===== config.mk =====
export PLATFORM = sky130hd
export DESIGN_NAME = sp_shift_bank
export DESIGN_NICKNAME = d
export VERILOG_FILES = /design/src/rtl/sp_shift_bank.sv
export SDC_FILE = /design/constraint.sdc
export NUM_CORES = 1
export LEC_CHECK = 0
export ABC_CLOCK_PERIOD_IN_PS = 2900
export BUFFER_PORTS_ARGS = -buffer_cell sky130_fd_sc_hd__buf_2
export CORE_MARGIN = 1.5
export CORE_UTILIZATION = 56
export DETAILED_ROUTE_END_ITERATION = 10
export PLACE_DENSITY = 0.81
export SYNTH_ARGS = -nofsm -noshare
export SYNTH_HDL_FRONTEND = slang
export SYNTH_SLANG_ARGS = --single-unit

===== constraint.sdc =====
create_clock -name clk -period 2.9 [get_ports clk]
set_input_delay 0.58 -clock clk [delete_from_list [all_inputs] [get_ports clk]]
set_output_delay 0.58 -clock clk [all_outputs]
set_load 0.02 [all_outputs]

===== src/rtl/sp_shift_bank.sv =====
// sp_shift_bank: sprite pixel engine for the PPU render path.
// Latches the secondary-OAM entries for the next scanline on a single load
// pulse, then emits one registered sprite pixel per pix_en using per-slot X
// down-counters and pattern shift registers.
//
// Ports:
//   clk, rst_n     dot clock, asynchronous active-low reset
//   load           latch all ld_* inputs; next pix_en is column 0
//   ld_active      per-slot valid
//   ld_x           per-slot X position, 8 bits each
//   ld_attr        per-slot attribute: [1:0] palette, [5] priority, [6] hflip
//   ld_lo, ld_hi   per-slot pattern bitplanes, SP_WIDTH bits each
//   ld_sp0         slot 0 carries OAM sprite 0
//   pix_en         advance one visible dot
//   clip_left      hide sprites in columns 0..7
//   sp_color_idx   {palette, color} of the winning pixel, 0 when transparent
//   sp_opaque      winning pixel color is nonzero
//   sp_prio        priority bit of the winner, 0 when transparent
//   sp0_opaque     sprite 0 is opaque and unclipped at this column
module sp_shift_bank #(
  parameter int NUM_SP   = 8,
  parameter int SP_WIDTH = 8,
  parameter int LINE_W   = 256
) (
  input  logic                         clk,
  input  logic                         rst_n,
  input  logic                         load,
  input  logic [NUM_SP-1:0]            ld_active,
  input  logic [NUM_SP*8-1:0]          ld_x,
  input  logic [NUM_SP*8-1:0]          ld_attr,
  input  logic [NUM_SP*SP_WIDTH-1:0]   ld_lo,
  input  logic [NUM_SP*SP_WIDTH-1:0]   ld_hi,
  input  logic                         ld_sp0,
  input  logic                         pix_en,
  input  logic                         clip_left,
  output logic [3:0]                   sp_color_idx,
  output logic                         sp_opaque,
  output logic                         sp_prio,
  output logic                         sp0_opaque
);

  localparam int RW = $clog2(SP_WIDTH + 1);
  localparam logic [RW-1:0] REM_FULL = RW'(SP_WIDTH);
  localparam logic [RW-1:0] REM_ONE  = RW'(1);
  localparam logic [8:0]    COL_MAX  = 9'(LINE_W);

  logic [7:0]          xcnt     [NUM_SP];
  logic [RW-1:0]       rem      [NUM_SP];
  logic [SP_WIDTH-1:0] shift_lo [NUM_SP];
  logic [SP_WIDTH-1:0] shift_hi [NUM_SP];
  logic [1:0]          pal      [NUM_SP];
  logic                prio     [NUM_SP];
  logic [8:0]          col;
  logic                sp0_flag;

  logic [SP_WIDTH-1:0] ld_lo_f  [NUM_SP];
  logic [SP_WIDTH-1:0] ld_hi_f  [NUM_SP];
  logic [NUM_SP*4-1:0] attr_unused;

  logic [NUM_SP-1:0]   in_range;
  logic [1:0]          px       [NUM_SP];
  logic [1:0]          win_pix;
  logic [1:0]          win_pal;
  logic                win_prio;
  logic                sp0_hit;
  logic                clipped;

  // Horizontal flip is applied once at load so the shifter always emits MSB first.
  always_comb begin
    attr_unused = '0;
    for (int i = 0; i < NUM_SP; i++) begin
      ld_lo_f[i] = ld_lo[SP_WIDTH*i +: SP_WIDTH];
      ld_hi_f[i] = ld_hi[SP_WIDTH*i +: SP_WIDTH];
      if (ld_attr[8*i+6]) begin
        for (int b = 0; b < SP_WIDTH; b++) begin
          ld_lo_f[i][b] = ld_lo[SP_WIDTH*i + SP_WIDTH-1-b];
          ld_hi_f[i][b] = ld_hi[SP_WIDTH*i + SP_WIDTH-1-b];
        end
      end
      attr_unused[4*i +: 4] = {ld_attr[8*i+7], ld_attr[8*i+2 +: 3]};
    end
  end

  // Scan from the highest slot down so the lowest-index opaque slot is the
  // last to write and therefore wins; transparent slots never overwrite.
  always_comb begin
    win_pix  = 2'b00;
    win_pal  = 2'b00;
    win_prio = 1'b0;
    for (int i = 0; i < NUM_SP; i++) begin
      in_range[i] = (xcnt[i] == 8'd0) && (rem[i] != '0);
      px[i]       = {shift_hi[i][SP_WIDTH-1], shift_lo[i][SP_WIDTH-1]};
    end
    for (int i = NUM_SP-1; i >= 0; i--) begin
      if (in_range[i] && (px[i] != 2'b00)) begin
        win_pix  = px[i];
        win_pal  = pal[i];
        win_prio = prio[i];
      end
    end
    sp0_hit = sp0_flag && in_range[0] && (px[0] != 2'b00);
    clipped = (clip_left && (col < 9'd8)) || (col >= COL_MAX);
  end

  always_ff @(posedge clk or negedge rst_n) begin
    if (!rst_n) begin
      for (int i = 0; i < NUM_SP; i++) begin
        xcnt[i]     <= '0;
        rem[i]      <= '0;
        shift_lo[i] <= '0;
        shift_hi[i] <= '0;
        pal[i]      <= '0;
        prio[i]     <= 1'b0;
      end
      col          <= '0;
      sp0_flag     <= 1'b0;
      sp_color_idx <= '0;
      sp_opaque    <= 1'b0;
      sp_prio      <= 1'b0;
      sp0_opaque   <= 1'b0;
    end else if (load) begin
      // Load takes precedence over pix_en; outputs hold this cycle.
      for (int i = 0; i < NUM_SP; i++) begin
        xcnt[i]     <= ld_x[8*i +: 8];
        rem[i]      <= ld_active[i] ? REM_FULL : '0;
        shift_lo[i] <= ld_lo_f[i];
        shift_hi[i] <= ld_hi_f[i];
        pal[i]      <= ld_attr[8*i +: 2];
        prio[i]     <= ld_attr[8*i+5];
      end
      col      <= '0;
      sp0_flag <= ld_sp0;
    end else if (pix_en) begin
      for (int i = 0; i < NUM_SP; i++) begin
        if (xcnt[i] != 8'd0) begin
          xcnt[i] <= xcnt[i] - 8'd1;
        end else if (rem[i] != '0) begin
          shift_lo[i] <= shift_lo[i] << 1;
          shift_hi[i] <= shift_hi[i] << 1;
          rem[i]      <= rem[i] - REM_ONE;
        end
      end
      if (col != COL_MAX) col <= col + 9'd1;
      sp_color_idx <= clipped ? 4'd0 : {win_pal, win_pix};
      sp_opaque    <= !clipped && (win_pix != 2'b00);
      sp_prio      <= !clipped && (win_pix != 2'b00) && win_prio;
      sp0_opaque   <= !clipped && sp0_hit;
    end
  end

endmodule


Yosys cells after proc, flatten, opt, wreduce, memory -nomap -nowiden
Index checks and enable logic that the tools add are counted.

word-level totals
  flip-flop bits (word level) = 265
  input bits = 270
  output and inout port bits = 7
  word-level logic and storage cells = 292

operators by class
  $add $sub $neg = 17
  $lt $le $gt $ge = 2
  eq/ne operators = 9
  multiplexer cells = 116
  bitwise gates (word level) = 1
  reductions and logical operators = 93

operators by type and width
  kind                   count
  $mux W8                56
  $mux W64               6
  $mux W4                25
  $logic_not A8 Y1       8
  $mux W32               2
  $reduce_bool A8 Y1     8
  $sub A8 B1 Y8 const B  8
  $reduce_bool A2 Y1     27
  $mux W2                16
  $reduce_bool A4 Y1     8
  $sub A4 B1 Y4 const B  8
  $mux W9                3
  $reduce_and A3 Y1      8
  $logic_and A1 B1 Y1    22
  $reduce_and A2 Y1      10
  $ne A2 B2 Y1 const B   8
  $add A9 B1 Y9 const B  1
  $ge A9 B9 Y1 const B   1
  $lt A9 B4 Y1 const B   1
  $ne A9 B9 Y1 const B   1
  $mux W1                8
  $logic_not A1 Y1       1
  $logic_or A1 B1 Y1     1
  $not A1 Y1             1

Longest topological paths before layout
Gate-level depths: netlist of run 1.

  word-level depth = 14
  mapped depth = 10
  mapped depth without buffers = 9

Worst setup path after synthesis of run 1
Ideal clock, no wire load.

  path type = register -> register
  start = register xcnt[8] in the netlist's numbering
  end = register sp_prio
  library setup time = 0.131 ns
  arrival time = 2.326 ns
  required time = 2.769 ns
  path slack = 0.443 ns
  stages on the path, launching flop included = 10
  path buffers = 0
  period minus slack after synthesis = 2.457 ns
  path through = dfrtp_1 -> inv_1 -> ha_1 -> or3b_2 -> or4b_1 -> a31oi_1 -> o31a_2 -> a211oi_2 -> nor4_2 -> o31ai_1

between the ends
  cells in the longest elaborated chain, start to end = 13
  elaborated cells on any way between the ends = 20
  those cells by class = mux (14); reduce/logical (6)

ends and longest elaborated chain
  item                              RTL line  source
  start: declaration                47        logic [7:0] xcnt [NUM_SP];
  start signal: indexed assignment  124       xcnt[i] <= ld_x[8*i +: 8];
  start signal: indexed assignment  136       xcnt[i] <= xcnt[i] - 8'd1;
  $logic_not A8 Y1 (*)              91        in_range[i] = (xcnt[i] == 8'd0) && (rem[i] != '0);
  $logic_and A1 B1 Y1 (*)           91
  $logic_and A1 B1 Y1 (*)           95        if (in_range[i] && (px[i] != 2'b00)) begin
  $mux W2 (7 in a row)              95
  $reduce_bool A2 Y1                146       sp_prio <= !clipped && (win_pix != 2'b00) && win_prio;
  $logic_and A1 B1 Y1               146
  $logic_and A1 B1 Y1 (*)           146
  end signal: assignment            146
  end: declaration                  38        output logic sp_prio,

Every way passes the cells marked *; elsewhere a longest branch is shown, timed or not.
A chain may end at the register's enable or synchronous reset.

Worst setup path after layout of run 1
  start = register xcnt[8] in the netlist's numbering
  end = register sp_color_idx[3]

between the ends
  cells in the longest elaborated chain, start to end = 11

ends and longest elaborated chain
  item                    RTL line  source
  $logic_not A8 Y1        91
  $logic_and A1 B1 Y1     91
  $logic_and A1 B1 Y1     95
  $mux W2 (7 in a row)    95
  $mux W4                 144       sp_color_idx <= clipped ? 4'd0 : {win_pal, win_pix};
  end signal: assignment  144
  end: declaration        36        output logic [3:0] sp_color_idx,

No other way between the ends.

==> results of run 1 <==
[metal layers]
metal	wire length, um	global-route usage, %
met5	11	0
met4	1060	8.27
met3	2280	4.24
met2	16200	41.1
met1	16100	36.7
[state kept, by name, summed over array words and instances, names as in the netlist]
| register | flops |
|---|---|
| prio | 8 |
| xcnt | 64 |
| shift_lo | 56 |
| rem | 32 |
| pal | 16 |
| sp0_flag | 1 |
| sp_opaque | 1 |
| px | 16 |
| sp0_opaque | 1 |
| shift_hi | 56 |
| sp_color_idx | 4 |
| sp_prio | 1 |
| col | 9 |
[logic make-up after synthesis]
group | count (synthesis) | share of synthesized area (%)
AO/OA/AOI/OAI | 387 | 16.3
multiplexers | 163 | 11.6
AND/OR/NAND/NOR | 425 | 15.2
flip-flops | 265 | 45.3
buffers and inverters | 146 | 3.78
adder cells (fa/ha/maj) | 34 | 2.91
XOR/XNOR | 83 | 4.97
[worst max path at each step]
stage | start | slack [ps] | endpoint
5_1_grt | xcnt[8]$_DFFE_PN0P_ | 6 | sp_color_idx[3]$_DFFE_PN0P_
3_5_place_dp | xcnt[8]$_DFFE_PN0P_ | 150 | sp_prio$_DFFE_PN0P_
2_1_floorplan | xcnt[8]$_DFFE_PN0P_ | 440 | sp_prio$_DFFE_PN0P_
6_report | xcnt[8]$_DFFE_PN0P_ | 160 | sp_color_idx[3]$_DFFE_PN0P_
3_3_place_gp | xcnt[8]$_DFFE_PN0P_ | 220 | sp_prio$_DFFE_PN0P_
4_1_cts | xcnt[8]$_DFFE_PN0P_ | 80 | sp_prio$_DFFE_PN0P_
[cells in the mapped netlist (34+ instances only)]
| master | instances | share of area [%] |
|---|---|---|
| inv_1 | 40 | 1.0 |
| and3_1 | 101 | 4.3 |
| clkbuf_1 | 99 | 2.5 |
| a211oi_1 | 122 | 6.3 |
| mux2i_1 | 113 | 7.7 |
| nor2_1 | 57 | 1.5 |
| xnor2_1 | 41 | 2.5 |
| xor2_1 | 42 | 2.5 |
| nand2_1 | 143 | 3.7 |
| mux2_2 | 50 | 3.8 |
| a21oi_1 | 129 | 4.4 |
| ha_1 | 34 | 2.9 |
| dfrtp_1 | 265 | 45 |
| o21ai_0 | 70 | 2.4 |
[worst register-to-register path: stages, from the launching register on]
cell and delay (ps):
dfrtp_1 370, inv_1 110, ha_1 150, or3b_2 500, nor4_2 490, nor3b_2 130
a221o_1 300, o21ai_0 80, o21ai_1 140, a221o_1 350
[layout make-up]
type / count / area share [%]
antenna: 3 / 0.0436
multi-input combinational: 1092 / 43.4
clock buffer: 42 / 5.02
clock inverter: 11 / 0.770
timing repair buffer: 277 / 9.02
tap: 330 / 2.40
inverter: 40 / 0.872
sequential: 265 / 38.5
[per-stage QoR]
step	hold WS [ps]	cell area [um2]	instances	total power, uW	setup slack, ps
finish	32.5	17200	2060	9500	161
global route	63.8	17200	2059	9910	6.14
CTS	41.7	17200	2057	9550	80.9
detailed placement	494	16200	2004	5710	151
global placement	491	16200	2004	5650	223
floorplan	284	14600	1503	5170	443
[power breakdown]
part / switching [uW] / total (uW) / internal [uW]
Sequential: 274 / 4330 / 4060
Combinational: 727 / 1340 / 617
Clock: 1500 / 3820 / 2320
Total: 2500 / 9500 / 6990
==> reports/metrics.csv, run 1 <==
metric,value,unit
Finished Core Util,67.8,%
Slew headroom,36.7,%
average size of a mapped cell,9.74,um2
Multi-input gate area,0.00747,mm2
Async SR Flop Fraction,100,%
WL final,35600,um
number of nets with antenna violations after routing,0,
Sum Neg Setup Slack,0,ps
share of layout cells above drive strength 1,22.8,%
Critical path buffers and inverters,1,
overall die area,0.0271,mm2
post-cts gate resize count,0,
most common cell type on the critical path,a221o_1,
die span in y,165,um
DRC violations left,0,
Mapped Cells,1503,
Reg2Reg Setup Slack,160,ps
final setup violation count,0,
worst-skew pair later-pin latency,550,ps
"Hold Vio Cnt, Final",0,
CP max FO,4,
worst vdd ir,0.369,mV
Critical Path Sink Type,flop,
most frequent cells in the layout,"265 x dfrtp_1, 241 x buf_2, 143 x nand2_1, 129 x a21oi_1, 122 x a211oi_1",
Sequential Area,0.00663,mm2
max-slew violations,0,
r2r worst-path depth,9,
FF-to-FF Start,xcnt[8]$_DFFE_PN0P_,
unrepaired setup endpoints after global routing,false,
vias in the first global route,11600,
Synth Flop Type,dfrtp_1,
"Distinct cells, synth",59,
Lkg Pwr,0.00803,uW
CTS buffer count,29,
cells along the critical path,inv_1 -> ha_1 -> or3b_2 -> nor4_2 -> nor3b_2 -> a221o_1 -> o21ai_0 -> o21ai_1 -> a221o_1,
area grow syn2layout,17.6,%
Tcrit/Tclk final,94.5,%
Core Rows,58,
Worst R2R End,sp_color_idx[3]$_DFFE_PN0P_,
FMAX,365,MHz
core area,0.0254,mm2
CTS tree,done,
PortBufs,244,
post-synth net total,1807,
Final #Nets,2009,
startpoint types,flop,
cell family with most CP delay,simple AND/OR/NAND/NOR gates,
pin count of the biggest net entering global routing,242,
CTS Root Cell,clkbuf_16,
status,"finished, final reports clean",
Die W,165,um
buffer count from post-CTS setup fixing,0,
Setup CP Type,reg -> reg,
mapped cell area,0.0146,mm2
Critical-path top delay cell,or3b_2,
sequential share of the synthesized area,45.3,%
Routed WL per cell,17.3,um
Pre-antenna DRT Iters,5,
pwr dens,551,mW/mm2
CTS sink cnt,265,
clock-pin slew on the worst setup and hold paths,60,ps
total gr overflow,0,
synthesized flop and latch total,265,
Worst Tran Pin Value,950,ps
Initial Utilization,57.6,%
Max Buffers Root-to-Sink,3,
drt initial violations,1063,
Final min period,2740,ps
DP Wirelength,24400,um
initial antenna violation count,5,
"Hold-fix buffers, CTS",0,
I/O pin total,277,
gr usage total,26.0,%
GP Congestion,0.872,
"commonest non-fill, non-tap cell in the layout",dfrtp_1,
Max Cap Viol,0,
worst path required time,3320,ps
Critical Path AT,3160,ps
CTS H-tree lvls,1,
vias,12100,
synth warn,0,
vias per cell,5.88,
first-pass GRT wire length,56800,um
Setup Skew,12.8,ps
Post-synth EDFFs,0,
CP peak stage delay,500,ps
min-delay worst type,in -> async,
CP Depth,9,
Layout fillers,2025,
No activity file was read; power rests on OpenSTA's default activity.
==> inputs of run 2 (changes only) <==
--- a/config.mk
+++ b/config.mk
@@ -11,6 +11,7 @@
 export CORE_UTILIZATION = 56
 export DETAILED_ROUTE_END_ITERATION = 10
 export PLACE_DENSITY = 0.81
+export REMOVE_ABC_BUFFERS = 1
 export SYNTH_ARGS = -nofsm -noshare
 export SYNTH_HDL_FRONTEND = slang
 export SYNTH_SLANG_ARGS = --single-unit
==> reports/metrics.csv, run 2 (synthesized netlist as in run 1, its figures left out) <==
metric,value,unit,change
cell family with most CP delay,simple AND/OR/NAND/NOR gates,,
max-slew violations,0,,unchanged
DP Worst Slack,180,ps,+28.6 ps
status,"finished, final reports clean",,
min-delay worst type,in -> async,,
Worst Tran Pin Value,1100,ps,+151 ps
Tcrit/Tclk final,93.9,%,-0.59 points
area grow syn2layout,18.2,%,
pin count of the biggest net entering global routing,233,,-3.7%
core area,0.0254,mm2,unchanged
Reg power frac,44.7,%,-0.9 points
Lkg Pwr,0.00805,uW,+0.27%
worst vdd ir,0.494,mV,+34%
Net Switching,2490,uW,-0.56%
"Hold-fix buffers, CTS",0,,unchanged
most frequent cells in the layout,"265 x dfrtp_1, 241 x buf_2, 143 x nand2_1, 129 x a21oi_1, 122 x a211oi_1",,
I/O pin total,277,,unchanged
share of layout cells above drive strength 1,22.9,%,+0.089 points
CP max FO,4,,unchanged
total gr overflow,0,,unchanged
"commonest non-fill, non-tap cell in the layout",dfrtp_1,,
unrepaired setup endpoints after global routing,false,,
Pre-antenna DRT Iters,5,,unchanged
gr usage total,25.0,%,-0.97 points
pwr dens,558,mW/mm2,+1.2%
Die W,165,um,unchanged
CTS tree,done,,
Largest Register,xcnt,,
Critical-path top delay cell,or3b_2,,
final setup violation count,0,,unchanged
number of nets with antenna violations after routing,0,,unchanged
Final #Nets,2010,,+0.050%
vias in the first global route,11500,,-1.0%
initial antenna violation count,10,,+5
Initial Utilization,57.6,%,unchanged
clock-pin slew on the worst setup and hold paths,60,ps,about the same
CTS Root Cell,clkbuf_16,,
Reg2Reg Setup Slack,180,ps,+20 ps
PortBufs,244,,unchanged
Routed WL per cell,16.6,um,-4.3%
"Worst Setup Slack, final",178,ps,+17.0 ps
Slew headroom,26.6,%,-10 points
Setup CP Type,reg -> reg,,
combinational share of power,13.8,%,-0.3 points
overall die area,0.0271,mm2,unchanged
biggest regs,"xcnt x64, shift_hi x56, shift_lo x56",,
Core Rows,58,,unchanged
CP peak stage delay,510,ps,about the same
Int Pwr,7170,uW,+2.5%
worst-skew pair later-pin latency,540,ps,about the same
Critical Path AT,3140,ps,-20 ps
Max Cap Viol,0,,unchanged
Final min period,2720,ps,-17.0 ps
Final Non-Filler Cells,2063,,+0.15%
Sw Share,25.8,%,-0.58 points
worst path required time,3320,ps,about the same
Setup Skew,7.46,ps,-5.35 ps
WL final,34200,um,-4.1%
CTS buffer count,30,,+3.4%
drt initial violations,819,,-23%
CTS H-tree lvls,1,,unchanged
vias,12000,,-1.1%
FMAX,367,MHz,+0.62%
# placed instances,2004,,unchanged
"Hold Vio Cnt, Final",0,,unchanged
DRC violations left,0,,unchanged
post-cts gate resize count,0,,unchanged
startpoint types,flop,,
Max Buffers Root-to-Sink,3,,unchanged
Critical path buffers and inverters,1,,unchanged
vias per cell,5.80,,-1.2%
cells along the critical path,inv_1 -> ha_1 -> or3b_2 -> nor4b_2 -> o211ai_1 -> a211oi_1 -> a211oi_2 -> nor4_2 -> o31ai_1,,
max FFs per register,64,,unchanged
Critical Path Sink Type,flop,,
buffer count from post-CTS setup fixing,0,,unchanged
GP Congestion,0.832,,-4.6%
Clk pwr share,41.5,%,+1.3 points
die span in y,165,um,unchanged
DP Wirelength,23500,um,-3.7%
CTS sink cnt,265,,unchanged
first-pass GRT wire length,55200,um,-2.8%
## run 2: cell count changes in the layout (fill, tap and decap cells not counted), sizes merged
| cell | delta |
|---|---|
| clkbuf | -3 |
| bufinv | +2 |
| clkinv | +2 |
| clkinvlp | +1 |
| diode | +1 |
## run 2: path summary, 6_finish.rpt
check	start	to	cells past startpoint
min in group clk	ld_x[19]	xcnt[43]$_DFFE_PN0P_	3
max in group asynchronous	rst_n	shift_lo[14]$_DFFE_PN0P_	2
worst max-delay path	xcnt[8]$_DFFE_PN0P_	sp_prio$_DFFE_PN0P_	9
worst min register to register	sp_prio$_DFFE_PN0P_	sp_prio$_DFFE_PN0P_	2
worst max register to register	xcnt[8]$_DFFE_PN0P_	sp_prio$_DFFE_PN0P_	9
worst min-delay path	rst_n	xcnt[52]$_DFFE_PN0P_	1
## run 2: final cells by class
cell class / instances / area [um2]
Tap cell: 330 / 413
Sequential cell: 265 / 6630
Timing Repair Buffer: 277 / 1570
Fill cell: 1984 / 8100
Inverter: 40 / 150
Multi-Input combinational cell: 1092 / 7470
Clock inverter: 16 / 214
Antenna cell: 4 / 10.0
Clock buffer: 39 / 846
## run 2: power groups by stage
stage / Clock (uW) / Sequential [uW] / Combinational, uW
after floorplan: 0 / 4300 / 731
after global placement: 0 / 4350 / 1280
after detailed placement: 0 / 4370 / 1320
after CTS: 4080 / 4310 / 1340
after global routing: 4220 / 4360 / 1500
final: 4000 / 4320 / 1330
## run 2: per-layer routing
metal / vias to the layer above / GRT usage, % / part of all wire (%)
met1: 5774 / 33.8 / 44
met3: 62 / 5.22 / 6.2
met2: 295 / 41.5 / 48
met5: - / 0 / 0.18
met4: 10 / 5.69 / 1.9
li1: 5833 / - / -
## run 2: per-stage QoR
stage | instance area (um2) | power (uW) | setup TNS [ps] | hold WS, ps | util [%]
2_1_floorplan | 14200 | 5030 | -262 | 284 | -
3_3_place_gp | 16200 | 5630 | 0 | 464 | 63.9
3_5_place_dp | 16200 | 5690 | 0 | 476 | 63.9
4_1_cts | 17300 | 9730 | 0 | 24.8 | 68.0
5_1_grt | 17300 | 10100 | 0 | 39.5 | 68.1
6_report | 17300 | 9650 | 0 | 6.77 | 68.1
==> inputs of run 3 (changes only) <==
--- a/config.mk
+++ b/config.mk
@@ -5,7 +5,7 @@
 export SDC_FILE = /design/constraint.sdc
 export NUM_CORES = 1
 export LEC_CHECK = 0
-export ABC_CLOCK_PERIOD_IN_PS = 2900
+export ABC_CLOCK_PERIOD_IN_PS = 2960
 export BUFFER_PORTS_ARGS = -buffer_cell sky130_fd_sc_hd__buf_2
 export CORE_MARGIN = 1.5
 export CORE_UTILIZATION = 56
==> constraint.sdc (replaced) <==
create_clock -name clk -period 2.96 [get_ports clk]
set_input_delay 0.592 -clock clk [delete_from_list [all_inputs] [get_ports clk]]
set_output_delay 0.592 -clock clk [all_outputs]
set_load 0.02 [all_outputs]
==> reports/metrics.csv, run 3 (synthesized netlist as in run 1, its figures left out) <==
metric,value,unit,change
status,finished with violations,,
failing checks,hold timing,,
Worst Tran Pin Value,1040,ps,-59.3 ps
final setup violation count,0,,unchanged
Final Non-Filler Cells,2058,,-0.24%
I/O pin total,277,,unchanged
pwr dens,534,mW/mm2,-4.2%
Final #Nets,2008,,-0.10%
drt initial violations,782,,-4.5%
max FFs per register,64,,unchanged
most frequent cells in the layout,"265 x dfrtp_1, 241 x buf_2, 143 x nand2_1, 129 x a21oi_1, 122 x a211oi_1",,
CP max FO,4,,unchanged
DRC violations left,0,,unchanged
Final min period,2850,ps,+124 ps
final hold slack,-3.11,ps,-9.88 ps
GRT busiest layer,met2,,
Int Pwr,6780,uW,-5.4%
Core Rows,58,,unchanged
Critical Path Sink Type,flop,,
area grow syn2layout,17.2,%,
share of layout cells above drive strength 1,22.4,%,-0.46 points
"Hold-fix buffers, CTS",0,,unchanged
max-slew violations,0,,unchanged
Net Switching,2400,uW,-3.7%
PortBufs,244,,unchanged
vias in the first global route,11600,,+0.32%
min-delay worst type,in -> async,,
Initial Utilization,57.6,%,unchanged
Pre-antenna DRT Iters,5,,unchanged
Critical Path AT,3250,ps,+110 ps
CTS buffer count,29,,-3.3%
Reg power frac,46.1,%,+1.4 points
Routed WL per cell,16.4,um,-1.0%
fin area,0.0172,mm2,-0.80%
GR met2 Demand/Resource,42.4,%,+0.90 points
grt met1 use,33.0,%,-0.87 points
number of nets with antenna violations after routing,0,,unchanged
Clk pwr share,39.7,%,-1.8 points
Setup CP Type,reg -> reg,,
Largest Register,xcnt,,
Setup Skew,20.6,ps,+13.1 ps
post-cts gate resize count,0,,unchanged
CTS H-tree lvls,1,,unchanged
area post-placement,0.0162,mm2,-0.12%
worst path required time,3360,ps,+40 ps
Tcrit/Tclk final,96.2,%,+2.3 points
gr usage total,25.0,%,-0.029 points
unrepaired setup endpoints after global routing,false,,
Die W,165,um,unchanged
CTS Root Cell,clkbuf_16,,
total gr overflow,0,,unchanged
# placed instances,2003,,-0.050%
Max Cap Viol,0,,unchanged
combinational share of power,14.2,%,+0.4 points
CTS sink cnt,265,,unchanged
buffer count from post-CTS setup fixing,0,,unchanged
biggest regs,"xcnt x64, shift_hi x56, shift_lo x56",,
DP Wirelength,23600,um,+0.40%
Slew headroom,30.6,%,+4.0 points
core area,0.0254,mm2,unchanged
startpoint types,flop,,
pin count of the biggest net entering global routing,200,,-14%
vias,11900,,-0.32%
FMAX,351,MHz,-4.3%
grt met3 use,4.97,%,-0.25 points
Layout fillers,1998,,+0.71%
GP Congestion,0.841,,+1.1%
die span in y,165,um,unchanged
clock-pin slew on the worst setup and hold paths,60,ps,about the same
Sequential Area,0.00663,mm2,unchanged
"commonest non-fill, non-tap cell in the layout",dfrtp_1,,
Multi-input gate area,0.00746,mm2,-0.12%
"Hold Vio Cnt, Final",1,,+1
first-pass GRT wire length,55200,um,about the same
Lkg Pwr,0.00799,uW,-0.75%
Sw Share,26.1,%,+0.36 points
worst vdd ir,0.594,mV,+20%
WL final,33700,um,-1.3%
vias per cell,5.80,,about the same
CTS tree,done,,
overall die area,0.0271,mm2,unchanged
initial antenna violation count,9,,-1
worst-skew pair later-pin latency,550,ps,about the same
Max Buffers Root-to-Sink,3,,unchanged
-- run 3: changes by cell type in the layout (fill, tap and decap cells not counted) --
cell        change
clkinv_2        -3
clkbuf_1        +4
buf_6           -1
bufinv_16       -2
buf_12          -1
buf_4           +1
clkbuf_8        +2
nor4_2          +1
clkinv_4        -1
clkinvlp_4      -2
clkbuf_16       -2
nor4_4          -1
-- run 3: final timing paths --
kind | startpoint | endpoint | slack [ps] | cells past startpoint
max | xcnt[8]$_DFFE_PN0P_ | sp_prio$_DFFE_PN0P_ | 110 | 9
min | rst_n | xcnt[47]$_DFFE_PN0P_ | -3 | 1
max reg2reg | xcnt[8]$_DFFE_PN0P_ | sp_prio$_DFFE_PN0P_ | 110 | 9
min reg2reg | sp_color_idx[1]$_DFFE_PN0P_ | sp_color_idx[1]$_DFFE_PN0P_ | 500 | 1
max in group asynchronous | rst_n | shift_lo[12]$_DFFE_PN0P_ | 2050 | 2
min in group clk | ld_x[3] | xcnt[59]$_DFFE_PN0P_ | 250 | 3
-- run 3: layout make-up --
| cell class | instances | share of cell area [%] |
|---|---|---|
| diodes | 4 | 0.0583 |
| flip-flops and latches | 265 | 38.6 |
| well taps | 330 | 2.41 |
| clock buffers | 43 | 4.88 |
| inverters | 40 | 0.875 |
| clock inverters | 8 | 0.671 |
| repair buffers | 276 | 9.01 |
| multi-input cells | 1092 | 43.5 |
-- run 3: power groups by stage --
| stage | Clock (uW) | Sequential [uW] | Combinational, uW |
|---|---|---|---|
| 6_report | 3640 | 4230 | 1300 |
| 5_1_grt | 3840 | 4280 | 1470 |
| 4_1_cts | 3700 | 4230 | 1310 |
| 3_5_place_dp | 0 | 4280 | 1300 |
| 3_3_place_gp | 0 | 4260 | 1240 |
| 2_1_floorplan | 0 | 4220 | 716 |
-- run 3: per-layer routing --
layer  up-vias  part of all wire, %
met2       289                   49
met5         -                 0.12
met1      5755                   43
li1       5820                    -
met4         6                  2.1
met3        66                  5.7
-- run 3: worst max-delay path: stages (launching register included) --
cell and delay (ps):
dfrtp_1 370, inv_1 110, ha_1 150, or3b_2 490, nor4_2 480, nor3b_2 120, a221oi_1 440, o311ai_0 260
a21oi_1 190, o31ai_1 90
-- run 3: metrics by stage --
step	power [uW]	TNS [ps]	hold WS [ps]	util, %	setup slack [ps]
floorplan	4930	-136	296	-	-136
global placement	5510	0	453	63.8	247
detailed placement	5580	0	485	63.8	181
CTS	9240	0	24.7	67.5	141
global route	9580	0	54.7	67.6	18.6
finish	9170	0	-3.11	67.6	114
